<file path="config.mk">
export PLATFORM = sky130hd
export DESIGN_NAME = cond_unit
export DESIGN_NICKNAME = d
export VERILOG_FILES = /design/src/rtl/arm_pkg.sv /design/src/rtl/cond_check.sv /design/src/rtl/cond_unit.sv
export SDC_FILE = /design/constraint.sdc
export NUM_CORES = 1
export LEC_CHECK = 0
export CAP_MARGIN = 20
export CORE_ASPECT_RATIO = 0.9
export CORE_MARGIN = 2
export CORE_UTILIZATION = 35
export DETAILED_ROUTE_END_ITERATION = 6
export PLACE_DENSITY = 0.77
export REMOVE_ABC_BUFFERS = 1
export SYNTH_ARGS = -nofsm -noshare
export SYNTH_HDL_FRONTEND = slang
export SYNTH_SLANG_ARGS = --single-unit
</file>
<file path="constraint.sdc">
create_clock -name clk -period 3.1 [get_ports clk]
set_clock_uncertainty 0.2 [all_clocks]
set_input_delay 0.93 -clock clk [delete_from_list [all_inputs] [get_ports clk]]
set_output_delay 0.93 -clock clk [all_outputs]
set_load 0.05 [all_outputs]
</file>
<file path="src/rtl/arm_pkg.sv">
// Shared ARM execute-stage definitions: condition-code encodings and flag bit positions.
package arm_pkg;

  typedef enum logic [3:0] {
    COND_EQ = 4'b0000,
    COND_NE = 4'b0001,
    COND_CS = 4'b0010,
    COND_CC = 4'b0011,
    COND_MI = 4'b0100,
    COND_PL = 4'b0101,
    COND_VS = 4'b0110,
    COND_VC = 4'b0111,
    COND_HI = 4'b1000,
    COND_LS = 4'b1001,
    COND_GE = 4'b1010,
    COND_LT = 4'b1011,
    COND_GT = 4'b1100,
    COND_LE = 4'b1101,
    COND_AL = 4'b1110,
    COND_NV = 4'b1111
  } cond_t;

  localparam int FLAG_N = 3;
  localparam int FLAG_Z = 2;
  localparam int FLAG_C = 1;
  localparam int FLAG_V = 0;

endpackage

</file>
<file path="src/rtl/cond_check.sv">
// Combinational ARMv4 condition evaluator; NV is treated as never-execute.
module cond_check
  import arm_pkg::*;
(
  input  logic [3:0] cond,
  input  logic [3:0] flags,
  output logic       pass
);

  logic n, z, c, v;

  assign n = flags[FLAG_N];
  assign z = flags[FLAG_Z];
  assign c = flags[FLAG_C];
  assign v = flags[FLAG_V];

  always_comb begin
    pass = 1'b0;
    case (cond_t'(cond))
      COND_EQ: pass = z;
      COND_NE: pass = !z;
      COND_CS: pass = c;
      COND_CC: pass = !c;
      COND_MI: pass = n;
      COND_PL: pass = !n;
      COND_VS: pass = v;
      COND_VC: pass = !v;
      COND_HI: pass = c & !z;
      COND_LS: pass = !c | z;
      COND_GE: pass = (n == v);
      COND_LT: pass = (n != v);
      COND_GT: pass = !z & (n == v);
      COND_LE: pass = z | (n != v);
      COND_AL: pass = 1'b1;
      default: pass = 1'b0;
    endcase
  end

endmodule

</file>
<file path="src/rtl/cond_unit.sv">
// Execute-stage condition unit: committed flags register, instruction kill gating,
// and the E->M pipeline register.
module cond_unit
  import arm_pkg::*;
#(
  parameter int size = 32
) (
  input  logic            clk,
  input  logic            reset,
  input  logic            stall_e,
  input  logic            flush_e,
  input  logic [3:0]      cond_e,
  input  logic [1:0]      flag_w_e,
  input  logic [3:0]      alu_flags,
  input  logic [size-1:0] alu_result_e,
  input  logic [size-1:0] write_data_e,
  input  logic [3:0]      wa3_e,
  input  logic            reg_write_e,
  input  logic            mem_write_e,
  input  logic            mem_to_reg_e,
  input  logic            pc_src_e,
  output logic            cond_ex_e,
  output logic            pc_src_taken_e,
  output logic [3:0]      flags,
  output logic            reg_write_m,
  output logic            mem_write_m,
  output logic            mem_to_reg_m,
  output logic            pc_src_m,
  output logic [size-1:0] alu_result_m,
  output logic [size-1:0] write_data_m,
  output logic [3:0]      wa3_m
);

  logic            kill;
  logic [3:0]      flags_d, flags_q;
  logic [3:0]      ctrl_d, ctrl_q;
  logic [size-1:0] alu_result_d, alu_result_q;
  logic [size-1:0] write_data_d, write_data_q;
  logic [3:0]      wa3_d, wa3_q;

  // Evaluated against committed flags so a producer's flags are visible one cycle later.
  cond_check u_cond_check (
    .cond  (cond_e),
    .flags (flags_q),
    .pass  (cond_ex_e)
  );

  assign kill           = flush_e | !cond_ex_e;
  assign pc_src_taken_e = pc_src_e & !kill;

  always_comb begin
    flags_d      = flags_q;
    ctrl_d       = ctrl_q;
    alu_result_d = alu_result_q;
    write_data_d = write_data_q;
    wa3_d        = wa3_q;
    if (!stall_e) begin
      if (flag_w_e[1] && !kill) begin
        flags_d[FLAG_N] = alu_flags[FLAG_N];
        flags_d[FLAG_Z] = alu_flags[FLAG_Z];
      end
      if (flag_w_e[0] && !kill) begin
        flags_d[FLAG_C] = alu_flags[FLAG_C];
        flags_d[FLAG_V] = alu_flags[FLAG_V];
      end
      ctrl_d       = {reg_write_e, mem_write_e, mem_to_reg_e, pc_src_e} & {4{!kill}};
      alu_result_d = alu_result_e;
      write_data_d = write_data_e;
      wa3_d        = wa3_e;
    end
  end

  always_ff @(posedge clk) begin
    if (reset) begin
      flags_q      <= 4'b0000;
      ctrl_q       <= 4'b0000;
      alu_result_q <= '0;
      write_data_q <= '0;
      wa3_q        <= 4'd0;
    end else begin
      flags_q      <= flags_d;
      ctrl_q       <= ctrl_d;
      alu_result_q <= alu_result_d;
      write_data_q <= write_data_d;
      wa3_q        <= wa3_d;
    end
  end

  assign flags        = flags_q;
  assign reg_write_m  = ctrl_q[3];
  assign mem_write_m  = ctrl_q[2];
  assign mem_to_reg_m = ctrl_q[1];
  assign pc_src_m     = ctrl_q[0];
  assign alu_result_m = alu_result_q;
  assign write_data_m = write_data_q;
  assign wa3_m        = wa3_q;

endmodule

</file>
==> metrics.txt <==
final worst setup slack=-0.1771 ns; gpl congestion=about 0.72; first-pass GRT wire length=13090 µm; Layout Area Growth over Synthesis=73.71%; Critical Path RT=1.97 ns; routing usage on met2=0.3139; Leak Pwr=2.151 nW; WL final=~8100 µm; startpoint types=input pin; Max H-tree Level=3; Worst EP arrival=approximately 2.2 ns; 1st-pass router iterations=4; GRT Max-Usage Layer=met2; CTS buffer count=9; total power=2.540 mW; post-synthesis sequential area ratio=0.5148; Psw=approximately 0.74 mW; Crit path largest cell delay=0.42 ns; drt first-iter violations=between 40 and 50; Least-Margin Pin Slew=between 0.5 and 0.6 ns; Setup Crit Path Kind=in2out; Yosys reg bits=76; Int Power=approximately 1.8 mW; Seq pwr share=0.417; CTS Sinks=76; Cell Rows=31; ANT nets after route=0; grt total ovfl=0; maxcap violations=0; Tcrit/Tclk final=1.057; Post-Syn Area per Cell=between 10 and 15 µm²; setup TNS=-0.2468 ns; clock latency on the worst-skew pair=approximately 0.34 ns; crit path buf inv count=3; IO Count=164; drc violations=0; Final min period=roughly 3.3 ns; via density per instance=roughly 4.7; failing checks=negative setup slack; Die Y=approximately 91 µm; # diodes=0; Net Sw Frac=0.2919; Power Density=494.8 nW/µm²; IO Port Bufs=about 160; Slew HR=0.6077; Crit-path slowest cell=or4_4; vias in the first global route=roughly 2800; Die Width=100.9 µm; Combinational Power Share=0.250; layout cell share with drive strength beyond 1=0.1450; cell family with most CP delay=simple AND/OR/NAND/NOR gates; CTS Root Buffer Type=clkbuf_8; Netlist Area Pre-Place=2955 µm²; via count=between 2000 and 3000; critical-path cell list=buf_8 -> inv_4 -> or4_4 -> a21oi_4 -> o31ai_4 -> nand2_2 -> and3b_2 -> buf_12; Final nets=550; Core ar.=around 8000 µm²; flop-to-flop setup slack=approximately 0.22 ns; Detail Placement HPWL=~5900 µm; pin count of the biggest net entering global routing=53; met1 Resource Use GR=0.1914; RSZ-0062 raised after global routing=yes; synth top area cells=dfxtp_1, mux2i_1, nor2_1; Final Hold Vio Count=0; die area=about 9200 µm²; met3 track demand over resource=0.07313; dominant cell type by area after synthesis=dfxtp_1; CTS tree=built; clk slew on worst S/H paths=around 0.08 ns; Worst VDD drop=roughly 280 µV; clock tree buffer depth=2; Slew Limit Fails=0; CP endpoint kind=primary output; Ys Warns=0; endpoints failing setup=2; Yosys top cell area share=0.5148; Synth cell types=33; outcome=finished with violations; power share of the clock group=0.333; WL/cell=14.34 µm; fmax=305.2 MHz; GRT Total Usage=0.1797; Cells after Synth=between 200 and 300; Initial Util=0.3646; initial antenna violation count=0; CP Max Fanout=4; class of the worst hold path=reg2reg
## sequential cells by signal, summed over array words and instances (netlist names)
name          flops
alu_result_m     32
ctrl_q            4
flags             4
wa3_m             4
write_data_m     32
## power by group through the flow
stage / clock [mW] / sequential [mW] / combinational [mW]
6_report: 0.845 / 1.06 / 0.635
5_1_grt: 0.910 / 1.07 / 0.670
4_1_cts: 0.873 / 1.06 / 0.626
3_5_place_dp: 0 / 1.08 / 0.605
3_3_place_gp: 0 / 1.08 / 0.597
2_1_floorplan: 0 / 1.27 / 0.112
## per-stage QoR
| step | cells | util | hold slack, ns | worst slack [ns] | instance area (µm²) |
|---|---|---|---|---|---|
| after floorplan | 271 | - | 0.4946 | -0.6071 | 2869 |
| after global placement | 545 | 0.5862 | 0.2633 | -0.5985 | 4752 |
| after detailed placement | 545 | 0.5862 | 0.2741 | -0.6169 | 4752 |
| after CTS | 569 | 0.6239 | 0.2864 | -0.1491 | 5057 |
| after global routing | 568 | 0.6333 | 0.3104 | -0.2282 | 5134 |
| final | 568 | 0.6333 | 0.2802 | -0.1771 | 5134 |
## per-layer routing
| metal | up-vias | wire [µm] |
|---|---|---|
| li1 | 1314 | - |
| met1 | 1219 | 3277 |
| met2 | 106 | 4043 |
| met3 | 14 | 683 |
| met4 | 0 | 141 |
| met5 | - | 0 |
## worst register-to-register path: stages (launching register included)
cell	delay, ns
dfxtp_1	0.39
xnor2_1	0.37
xnor2_2	0.10
o22ai_2	0.14
o21ai_2	0.09
buf_4	0.15
buf_4	0.12
buf_4	0.12
buf_4	0.11
buf_4	0.11
buf_4	0.12
buf_4	0.12
buf_4	0.15
a211oi_4	0.31
mux2i_1	0.22
## placed cells by master, fill, tap and decap left out, types with 2 or more instances in the layout
cell / netlist / layout
a211oi_4: 0 / 2
buf_12: 0 / 4
buf_2: 0 / 3
buf_4: 0 / 18
bufinv_16: 0 / 2
clkbuf_8: 1 / 10
clkdlybuf4s50_1: 0 / 155
clkinvlp_4: 0 / 2
dfxtp_1: 76 / 75
inv_1: 3 / 3
mux2i_1: 73 / 73
nand2_1: 8 / 7
nand2b_1: 6 / 6
nor2_1: 70 / 70
o21ai_2: 0 / 2
o22ai_1: 5 / 4
or2b_1: 2 / 2
or2b_2: 5 / 4
## cells in the mapped netlist
master    instances
dfxtp_1          76
mux2i_1          73
nor2_1           70
clkbuf_1         15
nand2_1           8
nand2b_1          6
o22ai_1           5
or2b_2            5
inv_1             3
a211oi_2          2
o21ai_0           2
or2b_1            2
xnor2_1           2
a211oi_1          1
a21o_2            1
a21oi_1           1
a21oi_2           1
a221oi_1          1
and2b_1           1
and3b_1           1
buf_6             1
clkbuf_2          1
clkbuf_8          1
inv_2             1
nand3_1           1
nand3b_1          1
nor2b_1           1
nor3b_1           1
o311ai_0          1
o31ai_2           1
or2_2             1
or4_4             1
xor2_1            1
## path summary, 6_finish.rpt
check,start,cells after the start,endpoint
worst max-delay path,cond_e[3],8,pc_src_taken_e
worst max register to register,flags[3],14,flags[2]
worst min-delay path,ctrl_q[2],2,ctrl_q[2]
worst min register to register,ctrl_q[2],2,ctrl_q[2]
## what timing repair did
action                                  in CTS  in global routing
resized for setup                           25                 18
setup buffers                                8                  0
pin swaps                                    5                  5
hold buffers                                 0                  0
endpoints found under the setup margin       2                 10
## cell type report
type / instances / area, µm²
sequential: 76 / 1523
fill: 660 / 2973
clock inverter: 5 / 83.83
multi-input combinational: 191 / 1436
tap: 99 / 123.9
inverter: 4 / 17.52
timing repair buffer: 182 / 1808
clock buffer: 11 / 141.4
## logic make-up (layout without fill, tap and decap cells)
| family | Yosys count | after routing | share of synthesized area |
|---|---|---|---|
| multiplexers | 73 | 73 | 0.2472 |
| XOR/XNOR | 3 | 3 | 0.008892 |
| buffers and inverters | 22 | 202 | 0.03429 |
| flip-flops | 76 | 76 | 0.5148 |
| AO/OA/AOI/OAI | 16 | 16 | 0.04276 |
| AND/OR/NAND/NOR | 99 | 99 | 0.1520 |
Power figures use the tool's default switching activity.
